<file path="config.mk">
export PLATFORM = sky130hd
export DESIGN_NAME = tx_trn_arbiter
export DESIGN_NICKNAME = d
export VERILOG_FILES = /design/src/rtl/tx_trn_arbiter_pkg.sv /design/src/rtl/tx_trn_arbiter_mux.sv /design/src/rtl/tx_trn_arbiter.sv
export SDC_FILE = /design/constraint.sdc
export NUM_CORES = 1
export LEC_CHECK = 0
export ABC_AREA = 0
export BUFFER_PORTS_ARGS = -buffer_cell sky130_fd_sc_hd__buf_2
export CAP_MARGIN = 10
export CORE_MARGIN = 8
export CORE_UTILIZATION = 25
export DETAILED_ROUTE_END_ITERATION = 8
export GPL_ROUTABILITY_DRIVEN = 0
export PLACE_DENSITY = 0.7
export REMOVE_ABC_BUFFERS = 1
export SLEW_MARGIN = 20
export SYNTH_ARGS = -nofsm -noshare
export SYNTH_HDL_FRONTEND = slang
export SYNTH_HIERARCHICAL = 1
export SYNTH_SLANG_ARGS = --single-unit
</file>
<file path="constraint.sdc">
create_clock -name trn_clk -period 2 [get_ports trn_clk]
set_input_delay 0.4 -clock trn_clk [delete_from_list [all_inputs] [get_ports trn_clk]]
set_output_delay 0.4 -clock trn_clk [all_outputs]
set_load 0.005 [all_outputs]
</file>
<file path="src/rtl/tx_trn_arbiter_pkg.sv">
// Shared definitions for the TRN TX arbiter: FSM state encodings and the
// values the TX bus shows while no requester holds it.
package tx_trn_arbiter_pkg;

    // One-hot FSM encoding
    typedef enum logic [3:0] {
        ST_IDLE  = 4'b0001,
        ST_OFFER = 4'b0010,
        ST_GUARD = 4'b0100,
        ST_BUSY  = 4'b1000
    } arb_state_t;

    localparam int TRN_TD_W  = 64;
    localparam int TRN_REM_W = 8;

    // Idle bus values presented to the endpoint
    localparam logic [TRN_TD_W-1:0]  TRN_TD_IDLE   = '0;
    localparam logic [TRN_REM_W-1:0] TRN_TREM_IDLE = 8'hFF;
    localparam logic                 TRN_CTL_IDLE  = 1'b1;

endpackage

</file>
<file path="src/rtl/tx_trn_arbiter_mux.sv">
// Purely combinational TRN TX bus selector: picks slice sel from the
// per-requester buses, or presents idle values when not active.
module tx_trn_mux
    import tx_trn_arbiter_pkg::*;
#(
    parameter int N_REQ = 3,
    parameter int PTR_W = 2
) (
    input  logic [PTR_W-1:0]           sel,
    input  logic                       active,
    input  logic [N_REQ*TRN_TD_W-1:0]  req_trn_td,
    input  logic [N_REQ*TRN_REM_W-1:0] req_trn_trem_n,
    input  logic [N_REQ-1:0]           req_trn_tsof_n,
    input  logic [N_REQ-1:0]           req_trn_teof_n,
    input  logic [N_REQ-1:0]           req_trn_tsrc_rdy_n,
    output logic [TRN_TD_W-1:0]        trn_td,
    output logic [TRN_REM_W-1:0]       trn_trem_n,
    output logic                       trn_tsof_n,
    output logic                       trn_teof_n,
    output logic                       trn_tsrc_rdy_n
);

    logic [TRN_TD_W-1:0]  td_arr   [N_REQ];
    logic [TRN_REM_W-1:0] trem_arr [N_REQ];

    genvar gi;
    generate
        for (gi = 0; gi < N_REQ; gi++) begin : g_slice
            assign td_arr[gi]   = req_trn_td[gi*TRN_TD_W +: TRN_TD_W];
            assign trem_arr[gi] = req_trn_trem_n[gi*TRN_REM_W +: TRN_REM_W];
        end
    endgenerate

    // Select the owning slice, or force idle values; no registers on this path
    always_comb begin
        trn_td         = TRN_TD_IDLE;
        trn_trem_n     = TRN_TREM_IDLE;
        trn_tsof_n     = TRN_CTL_IDLE;
        trn_teof_n     = TRN_CTL_IDLE;
        trn_tsrc_rdy_n = TRN_CTL_IDLE;
        if (active) begin
            trn_td         = td_arr[sel];
            trn_trem_n     = trem_arr[sel];
            trn_tsof_n     = req_trn_tsof_n[sel];
            trn_teof_n     = req_trn_teof_n[sel];
            trn_tsrc_rdy_n = req_trn_tsrc_rdy_n[sel];
        end
    end

endmodule

</file>
<file path="src/rtl/tx_trn_arbiter.sv">
// Round-robin arbiter sharing one TRN TX interface among N_REQ requesters.
// Each requester in turn is offered the bus for GRANT_WIN cycles plus one
// guard cycle; once it drives, it owns the bus until it drops its flag.
// Optional feature macro: TX_ARB_WATCHDOG_EN (busy-cycle watchdog that
// forcibly reclaims the bus after WD_LIMIT BUSY cycles).
module tx_trn_arbiter
    import tx_trn_arbiter_pkg::*;
#(
    parameter int N_REQ     = 3,
    parameter int GRANT_WIN = 4,
    parameter int WD_LIMIT  = 1024
) (
    input  logic                       trn_clk,
    input  logic                       reset_n,
    output logic [N_REQ-1:0]           my_turn,
    input  logic [N_REQ-1:0]           driving_interface,
    input  logic [N_REQ*TRN_TD_W-1:0]  req_trn_td,
    input  logic [N_REQ*TRN_REM_W-1:0] req_trn_trem_n,
    input  logic [N_REQ-1:0]           req_trn_tsof_n,
    input  logic [N_REQ-1:0]           req_trn_teof_n,
    input  logic [N_REQ-1:0]           req_trn_tsrc_rdy_n,
    output logic [TRN_TD_W-1:0]        trn_td,
    output logic [TRN_REM_W-1:0]       trn_trem_n,
    output logic                       trn_tsof_n,
    output logic                       trn_teof_n,
    output logic                       trn_tsrc_rdy_n,
    output logic [$clog2(N_REQ)-1:0]   grant_idx,
    output logic                       arb_timeout
);

    localparam int PTR_W = $clog2(N_REQ);
    localparam int CNT_W = 4;

    arb_state_t         state_reg, state_next;
    logic [PTR_W-1:0]   ptr_reg, ptr_next, ptr_adv;
    logic [CNT_W-1:0]   cnt_reg, cnt_next;
    logic [N_REQ-1:0]   my_turn_reg, my_turn_next;
    logic               drive_sel;
    logic               win_done;
    logic               bus_active;
    logic               wd_hit;

    // Only the requester under the pointer can influence the FSM
    assign drive_sel = driving_interface[ptr_reg];
    assign win_done  = (cnt_reg == CNT_W'(GRANT_WIN - 1));
    assign ptr_adv   = (ptr_reg == PTR_W'(N_REQ - 1)) ? '0 : ptr_reg + PTR_W'(1);

`ifdef TX_ARB_WATCHDOG_EN
    localparam int WD_W = $clog2(WD_LIMIT + 1);

    logic [WD_W-1:0] busy_reg, busy_next;
    logic            timeout_reg, timeout_next;

    // Last BUSY cycle permitted before the bus is reclaimed
    assign wd_hit = (busy_reg == WD_W'(WD_LIMIT - 1));

    // Watchdog counter and sticky timeout flag
    always_ff @(posedge trn_clk) begin
        if (!reset_n) begin
            busy_reg    <= '0;
            timeout_reg <= 1'b0;
        end else begin
            busy_reg    <= busy_next;
            timeout_reg <= timeout_next;
        end
    end

    // Count consecutive BUSY cycles; restart whenever BUSY is left
    always_comb begin
        busy_next    = '0;
        timeout_next = timeout_reg;
        if (state_reg == ST_BUSY && drive_sel) begin
            if (wd_hit) begin
                timeout_next = 1'b1;
            end else begin
                busy_next = busy_reg + WD_W'(1);
            end
        end
    end

    assign arb_timeout = timeout_reg;
`else
    assign wd_hit      = 1'b0;
    assign arb_timeout = 1'b0;
`endif

    // State register plus the registered pointer, window counter and offer
    always_ff @(posedge trn_clk) begin
        if (!reset_n) begin
            state_reg   <= ST_IDLE;
            ptr_reg     <= '0;
            cnt_reg     <= '0;
            my_turn_reg <= '0;
        end else begin
            state_reg   <= state_next;
            ptr_reg     <= ptr_next;
            cnt_reg     <= cnt_next;
            my_turn_reg <= my_turn_next;
        end
    end

    // Next-state logic
    always_comb begin
        state_next = state_reg;
        case (state_reg)
            ST_IDLE:  state_next = ST_OFFER;
            ST_OFFER: begin
                if (drive_sel)     state_next = ST_BUSY;
                else if (win_done) state_next = ST_GUARD;
            end
            ST_GUARD: state_next = drive_sel ? ST_BUSY : ST_IDLE;
            ST_BUSY: begin
                if (!drive_sel || wd_hit) state_next = ST_IDLE;
            end
            default:  state_next = ST_IDLE;
        endcase
    end

    // Output/datapath logic: offer vector, window count, pointer advance
    always_comb begin
        my_turn_next = my_turn_reg;
        cnt_next     = cnt_reg;
        ptr_next     = ptr_reg;
        bus_active   = 1'b1;
        case (state_reg)
            ST_IDLE: begin
                bus_active   = 1'b0;
                my_turn_next = {{(N_REQ-1){1'b0}}, 1'b1} << ptr_reg;
                cnt_next     = '0;
            end
            ST_OFFER: begin
                if (drive_sel || win_done) begin
                    my_turn_next = '0;
                end else begin
                    cnt_next = cnt_reg + CNT_W'(1);
                end
            end
            ST_GUARD: begin
                if (!drive_sel) ptr_next = ptr_adv;
            end
            ST_BUSY: begin
                if (!drive_sel || wd_hit) ptr_next = ptr_adv;
            end
            default: begin
                bus_active   = 1'b0;
                my_turn_next = '0;
            end
        endcase
    end

    assign my_turn   = my_turn_reg;
    assign grant_idx = ptr_reg;

    tx_trn_mux #(
        .N_REQ (N_REQ),
        .PTR_W (PTR_W)
    ) u_mux (
        .sel                (ptr_reg),
        .active             (bus_active),
        .req_trn_td         (req_trn_td),
        .req_trn_trem_n     (req_trn_trem_n),
        .req_trn_tsof_n     (req_trn_tsof_n),
        .req_trn_teof_n     (req_trn_teof_n),
        .req_trn_tsrc_rdy_n (req_trn_tsrc_rdy_n),
        .trn_td             (trn_td),
        .trn_trem_n         (trn_trem_n),
        .trn_tsof_n         (trn_tsof_n),
        .trn_teof_n         (trn_teof_n),
        .trn_tsrc_rdy_n     (trn_tsrc_rdy_n)
    );

endmodule

</file>
==> metrics.cfg, run 1 <==
[status]
status = finished, final reports clean

[sta]
fmax_mhz = 500
hold_viol = 0
fin_crit_ns = 2.00
rsz0062_at_grt = yes
finalCritPeriodShare = 1.00
final-setup-viol-count = 0
fin_ws_ns = 0.000427
clock_skew_ns = 0.00528
drv_slew = 0

[clocking]
clk_latency_ns = 0.25
cts_buffers = 3
root_buffer = clkbuf_16
cts_buffer_depth = 2
cts.sinks = 13
clk_pin_slew_ns = 0.05
cts_tree = yes
htree_levels = 1
cts_hold_buffers = 0

[routing]
via_per_inst = 4.88
wl_mm = 16.1
drtAntennaViolNets = 0
drc = 0
first_pass_iters = 5
drtIter0Drc = 274
wl_per_cell_um = 18.0
vias = 4381

[finish]
fill_cells = 1274
insertedDiodeCount = 0
area_growth_syn_to_layout_pct = 75.8
drive_above_1_share = 0.538
seqCellArea_um2 = 275
utilization = 0.442
multi_input_area_um2 = 2670
nets = 957

[yosys]
synth_top_family_by_area = simple AND/OR/NAND/NOR gates
syn_area_per_cell_um2 = 7.37
yosys_warnings = 6
synth_compound_area_frac = 0.179
synth.area.top_cells = mux2i_1 (25%), nand3b_1 (16%), and2_1 (13%)
synth_edf_count = 0
synth.area.mux_share = 0.260
synthArstFlopShare = 0
syn_inst = 424
synth_top_area_frac = 0.253
synthAdderAreaFrac = 0.00401
mappedNetlistArea_um2 = 3120
synth-main-ff-cell = dfxtp_1
yosys.area_share.simple = 0.370
ys_seq_elements = 13
yosys.area_share.xor_xnor = 0.00561
yosys.area.top_type = mux2i_1
seq_area_frac_synth = 0.0833
ys_types = 42

[worst_setup_path]
crit_path_end_kind = output pin
critPathLaunchType = flip-flop
required_ns = 1.60
slowest_stage = dfxtp_4
cp.arrival_ns = 1.60
worst_path_largest_cell_delay_ns = 0.35
crit_fanout = 13
critical_path_class = reg -> out
crit_path_cell_trace = xor2_2, o21ai_2, nor2_4, buf_8, buf_12, and2_1, buf_2

[run]
drv_cap = 0

[global_route]
grt_pass1_wl_mm = 21.4
gr-total-overflow = 0
grt_max_degree = 78
antenna_found_initial = 0
track_usage = 0.159
grt_pass1_vias = 3993

[die]
row_count = 41
die_w_um = 128
dieHeight_um = 128
initial_core_util = 0.252
core_area_um2 = 12400
dieArea_um2 = 16300
ios = 311

[placed_design]
port_buffers = 309
dp_hpwl_mm = 11.3
post-place-ws_ns = 0.164

[power_and_ir_drop]
intPower_mw = 1.02
cellLeakagePower_nw = 2.40
pwr-share-comb = 0.552
irDropWorstVdd_mv = 0.241
powerDensity_nw_per_um2 = 276
p_switching_mw = 0.492
seq_power_share = 0.195
swShare = 0.325
clkPwrFrac = 0.253

[min_path]
hold_path.class = reg -> reg

-- through the flow --
| step | setup TNS (ns) | cell area (um^2) | power (mW) | hold WS (ns) | instances |
|---|---|---|---|---|---|
| 3_5_place_dp | 0 | 4770 | 0.966 | 0.492 | 871 |
| 5_1_grt | -1.54 | 5490 | 1.61 | 0.527 | 897 |
| 4_1_cts | 0 | 4960 | 1.36 | 0.498 | 878 |
| 2_1_floorplan | -228.55 | 2840 | 0.558 | 0.464 | 377 |
| 3_3_place_gp | 0 | 4770 | 0.960 | 0.483 | 871 |
| 6_report | 0 | 5490 | 1.52 | 0.491 | 897 |
-- power by group through the flow --
| stage | combinational, mW | clock [mW] | sequential, mW |
|---|---|---|---|
| 3_3_place_gp | 0.658 | 0 | 0.301 |
| 6_report | 0.836 | 0.383 | 0.296 |
| 4_1_cts | 0.669 | 0.390 | 0.298 |
| 2_1_floorplan | 0.257 | 0 | 0.302 |
| 3_5_place_dp | 0.664 | 0 | 0.302 |
| 5_1_grt | 0.908 | 0.400 | 0.299 |
-- what timing repair did --
item | CTS | global route
endpoints found under the hold margin | 0 | 0
endpoints found under the setup margin | 75 | 75
buffers inserted | 0 | 9
resized for setup | 4 | 72
cloned | 3 | 10
pin swaps | 0 | 5
-- worst paths after layout --
path,from,endpoint,slack (ns),cells after the start
worst max register to register,grant_idx[0]$_SDFFE_PN0P_,cnt_reg[3]$_SDFFE_PN0P_,0.26,5
worst min-delay path,cnt_reg[1]$_SDFFE_PN0P_,cnt_reg[1]$_SDFFE_PN0P_,0.49,2
worst max-delay path,state_reg[2]$_SDFFE_PN0P_,trn_td[34],0.0004,7
worst min register to register,cnt_reg[1]$_SDFFE_PN0P_,cnt_reg[1]$_SDFFE_PN0P_,0.49,2
-- placed cells by master, fill, tap and decap left out, types with 12 or more instances in the layout --
cell,count
buf_6,25
nand3b_1,65
mux2i_1,79
o21ai_1,63
and2_4,28
o211ai_1,12
nand2_1,17
buf_2,292
and2_1,36
-- final cells by class --
| type | count | share of cell area |
|---|---|---|
| clock buffer | 4 | 0.0144 |
| inverter | 3 | 0.00205 |
| multi-input combinational | 361 | 0.486 |
| sequential | 13 | 0.0501 |
| tap | 172 | 0.0392 |
| timing repair buffer | 344 | 0.408 |
-- routing by layer --
metal  part of all wire  global-route usage
met1               0.40               0.196
met5                  0                   0
met3              0.094              0.0437
met2               0.49               0.273
met4              0.014              0.0238
-- kinds of logic after synthesis --
group / count (synthesis)
simple gates: 182
compound gates: 95
buf+inv: 50
other cells: 1
mux: 80
fa+ha+maj: 1
xor+xnor: 2
flops: 13
-- synthesized netlist by cell type (2+ instances only) --
cell type	n
mux2i_1	79
nand3b_1	65
and2_1	64
o21ai_1	64
buf_2	20
nand2_1	17
clkbuf_1	15
dfxtp_1	13
o211ai_1	12
nand3_1	9
nand2b_1	6
nor2_1	6
buf_6	5
nor2b_1	5
o21ai_0	5
buf_4	4
a32o_1	3
buf_8	3
inv_1	3
and3_1	2
nand4_1	2
nor4b_1	2
-- worst max-delay path, delay by kind of cell (launching register included) --
kind	cells	cell delay (ns)
buffers and inverters	3	0.43
flip-flops	1	0.35
AO/OA/AOI/OAI	1	0.18
XOR/XNOR	1	0.17
AND/OR/NAND/NOR	2	0.21
No activity file was read; power rests on OpenSTA's default activity.
==> run 2: changes to the inputs <==
--- a/config.mk
+++ b/config.mk
@@ -13,6 +13,7 @@
 export DETAILED_ROUTE_END_ITERATION = 8
 export GPL_ROUTABILITY_DRIVEN = 0
 export PLACE_DENSITY = 0.7
+export RECOVER_POWER = 25
 export REMOVE_ABC_BUFFERS = 1
 export SLEW_MARGIN = 20
 export SYNTH_ARGS = -nofsm -noshare
==> metrics.cfg, run 2 (synthesis results as in run 1) <==
[status]
status = finished, final reports clean  ; unchanged

[finish]
nets = 957  ; unchanged
area_growth_syn_to_layout_pct = 75.6  ; was 75.8%
instances_no_fill = 897  ; unchanged
insertedDiodeCount = 0  ; unchanged
final_cell_mix = buf_2 (289), mux2i_1 (79), nand3b_1 (65), o21ai_1 (63), and2_1 (36)  ; was buf_2 (292), mux2i_1 (79), nand3b_1 (65), o21ai_1 (63), and2_1 (36)
final_common_cell = buf_2  ; unchanged
drive_above_1_share = 0.534  ; was 0.538
final_area_um2 = 5490  ; about the same
fill_cells = 1277  ; was 1274

[clocking]
cts_buffers = 3  ; unchanged
clk_latency_ns = 0.24  ; was 0.25 ns
root_buffer = clkbuf_16  ; unchanged
cts_tree = yes  ; unchanged
cts.sinks = 13  ; unchanged
cts_buffer_depth = 2  ; unchanged
clk_pin_slew_ns = 0.05  ; about the same
htree_levels = 1  ; unchanged

[die]
ios = 311  ; unchanged
row_count = 41  ; unchanged
initial_core_util = 0.252  ; unchanged
dieHeight_um = 128  ; unchanged
dieArea_um2 = 16300  ; unchanged
die_w_um = 128  ; unchanged
core_area_um2 = 12400  ; unchanged

[routing]
via_per_inst = 4.88  ; about the same
wl_mm = 16.1  ; about the same
drc = 0  ; unchanged
wl_per_cell_um = 18.0  ; about the same
first_pass_iters = 4  ; was 5
drtAntennaViolNets = 0  ; unchanged
vias = 4375  ; was 4381
drtIter0Drc = 274  ; unchanged

[placed_design]
placed_cells = 871  ; unchanged
place_area_um2 = 4770  ; unchanged
dp_hpwl_mm = 11.3  ; unchanged
post-place-ws_ns = 0.164  ; unchanged
port_buffers = 309  ; unchanged

[run]
drv_cap = 0  ; unchanged

[sta]
fmax_mhz = 500  ; about the same
fin_crit_ns = 2.00  ; about the same
fin_ws_ns = 0.000879  ; was 0.000427 ns
clock_skew_ns = 0.00492  ; was 0.00528 ns
rsz0062_at_grt = yes  ; unchanged
hold_viol = 0  ; unchanged
finalSetupTns_ns = 0  ; unchanged
finalCritPeriodShare = 1.00  ; about the same
final-setup-viol-count = 0  ; unchanged
drv_slew = 0  ; unchanged

[worst_setup_path]
crit_fanout = 13  ; unchanged
required_ns = 1.60  ; about the same
crit_path_cell_trace = xor2_2, o21ai_2, nor2_4, buf_8, buf_12, and2_1, buf_2  ; unchanged
slowest_stage = dfxtp_4  ; unchanged
worst_path_largest_cell_delay_ns = 0.35  ; about the same
crit_path_end_kind = output pin  ; unchanged
critical_path_class = reg -> out  ; unchanged
cp.arrival_ns = 1.60  ; about the same
critPathLaunchType = flip-flop  ; unchanged

[power_and_ir_drop]
irDropWorstVdd_mv = 0.241  ; about the same
powerDensity_nw_per_um2 = 276  ; about the same
power_mw = 1.51  ; was 1.52 mW
cellLeakagePower_nw = 2.38  ; was 2.40 nW

[global_route]
gr-total-overflow = 0  ; unchanged
track_usage = 0.159  ; unchanged
antenna_found_initial = 0  ; unchanged
grt_max_degree = 78  ; unchanged
grt_pass1_vias = 3993  ; unchanged
grt_pass1_wl_mm = 21.4  ; unchanged

[min_path]
hold_path.class = reg -> reg  ; unchanged

[run 2: changes by cell type in the layout (fill, tap and decap cells not counted), sizes merged]
cell | previous run | this run
clkbuf | 9 | 12
buf | 338 | 335
[run 2: path summary, 6_finish.rpt]
check             slack, ns                      end                 startpoint  cells after the start
setup / recovery     0.0009               trn_td[34]  state_reg[2]$_SDFFE_PN0P_                      7
setup reg to reg       0.26  cnt_reg[3]$_SDFFE_PN0P_  grant_idx[0]$_SDFFE_PN0P_                      5
hold / removal         0.49  cnt_reg[1]$_SDFFE_PN0P_    cnt_reg[1]$_SDFFE_PN0P_                      2
hold reg to reg        0.49  cnt_reg[1]$_SDFFE_PN0P_    cnt_reg[1]$_SDFFE_PN0P_                      2
[run 2: power by group]
| group | switching, mW | internal (mW) | total, mW |
|---|---|---|---|
| logic | 0.353 | 0.481 | 0.834 |
| registers | 0.0242 | 0.272 | 0.296 |
| clock network | 0.114 | 0.269 | 0.383 |
| total | 0.491 | 1.02 | 1.51 |
[run 2: what timing repair did]
| item | 4_1_cts | 5_1_grt |
|---|---|---|
| pin swaps | 0 | 5 |
| gates resized for setup | 4 | 72 |
| setup endpoints to repair | 75 | 75 |
| buffers inserted | 0 | 9 |
| gates cloned | 3 | 10 |
| hold buffers | 0 | 0 |
[run 2: worst max-delay path: cells and delay by family, from the launching register on]
kind | cells | cell delay (ns)
buf+inv | 3 | 0.43
compound gates | 1 | 0.18
flops | 1 | 0.35
xor+xnor | 1 | 0.17
simple gates | 2 | 0.21
[run 2: per-layer routing]
metal | part of all wire | GRT usage
met5 | 0 | 0
met4 | 0.014 | 0.0238
met3 | 0.095 | 0.0437
met2 | 0.49 | 0.273
met1 | 0.40 | 0.196
[run 2: per-stage QoR]
stage | hold slack, ns | utilization
after CTS | 0.498 | 0.400
final | 0.491 | 0.442
after floorplan | 0.464 | -
after detailed placement | 0.492 | 0.384
after global placement | 0.483 | 0.384
after global routing | 0.527 | 0.442
[run 2: layout make-up]
type / count / area [um^2] / share of cell area
Timing Repair Buffer: 344 / 2240 / 0.408
Inverter: 3 / 11.3 / 0.00205
Tap cell: 172 / 215 / 0.0392
Sequential cell: 13 / 275 / 0.0502
Multi-Input combinational cell: 361 / 2670 / 0.486
Clock buffer: 4 / 78.8 / 0.0144
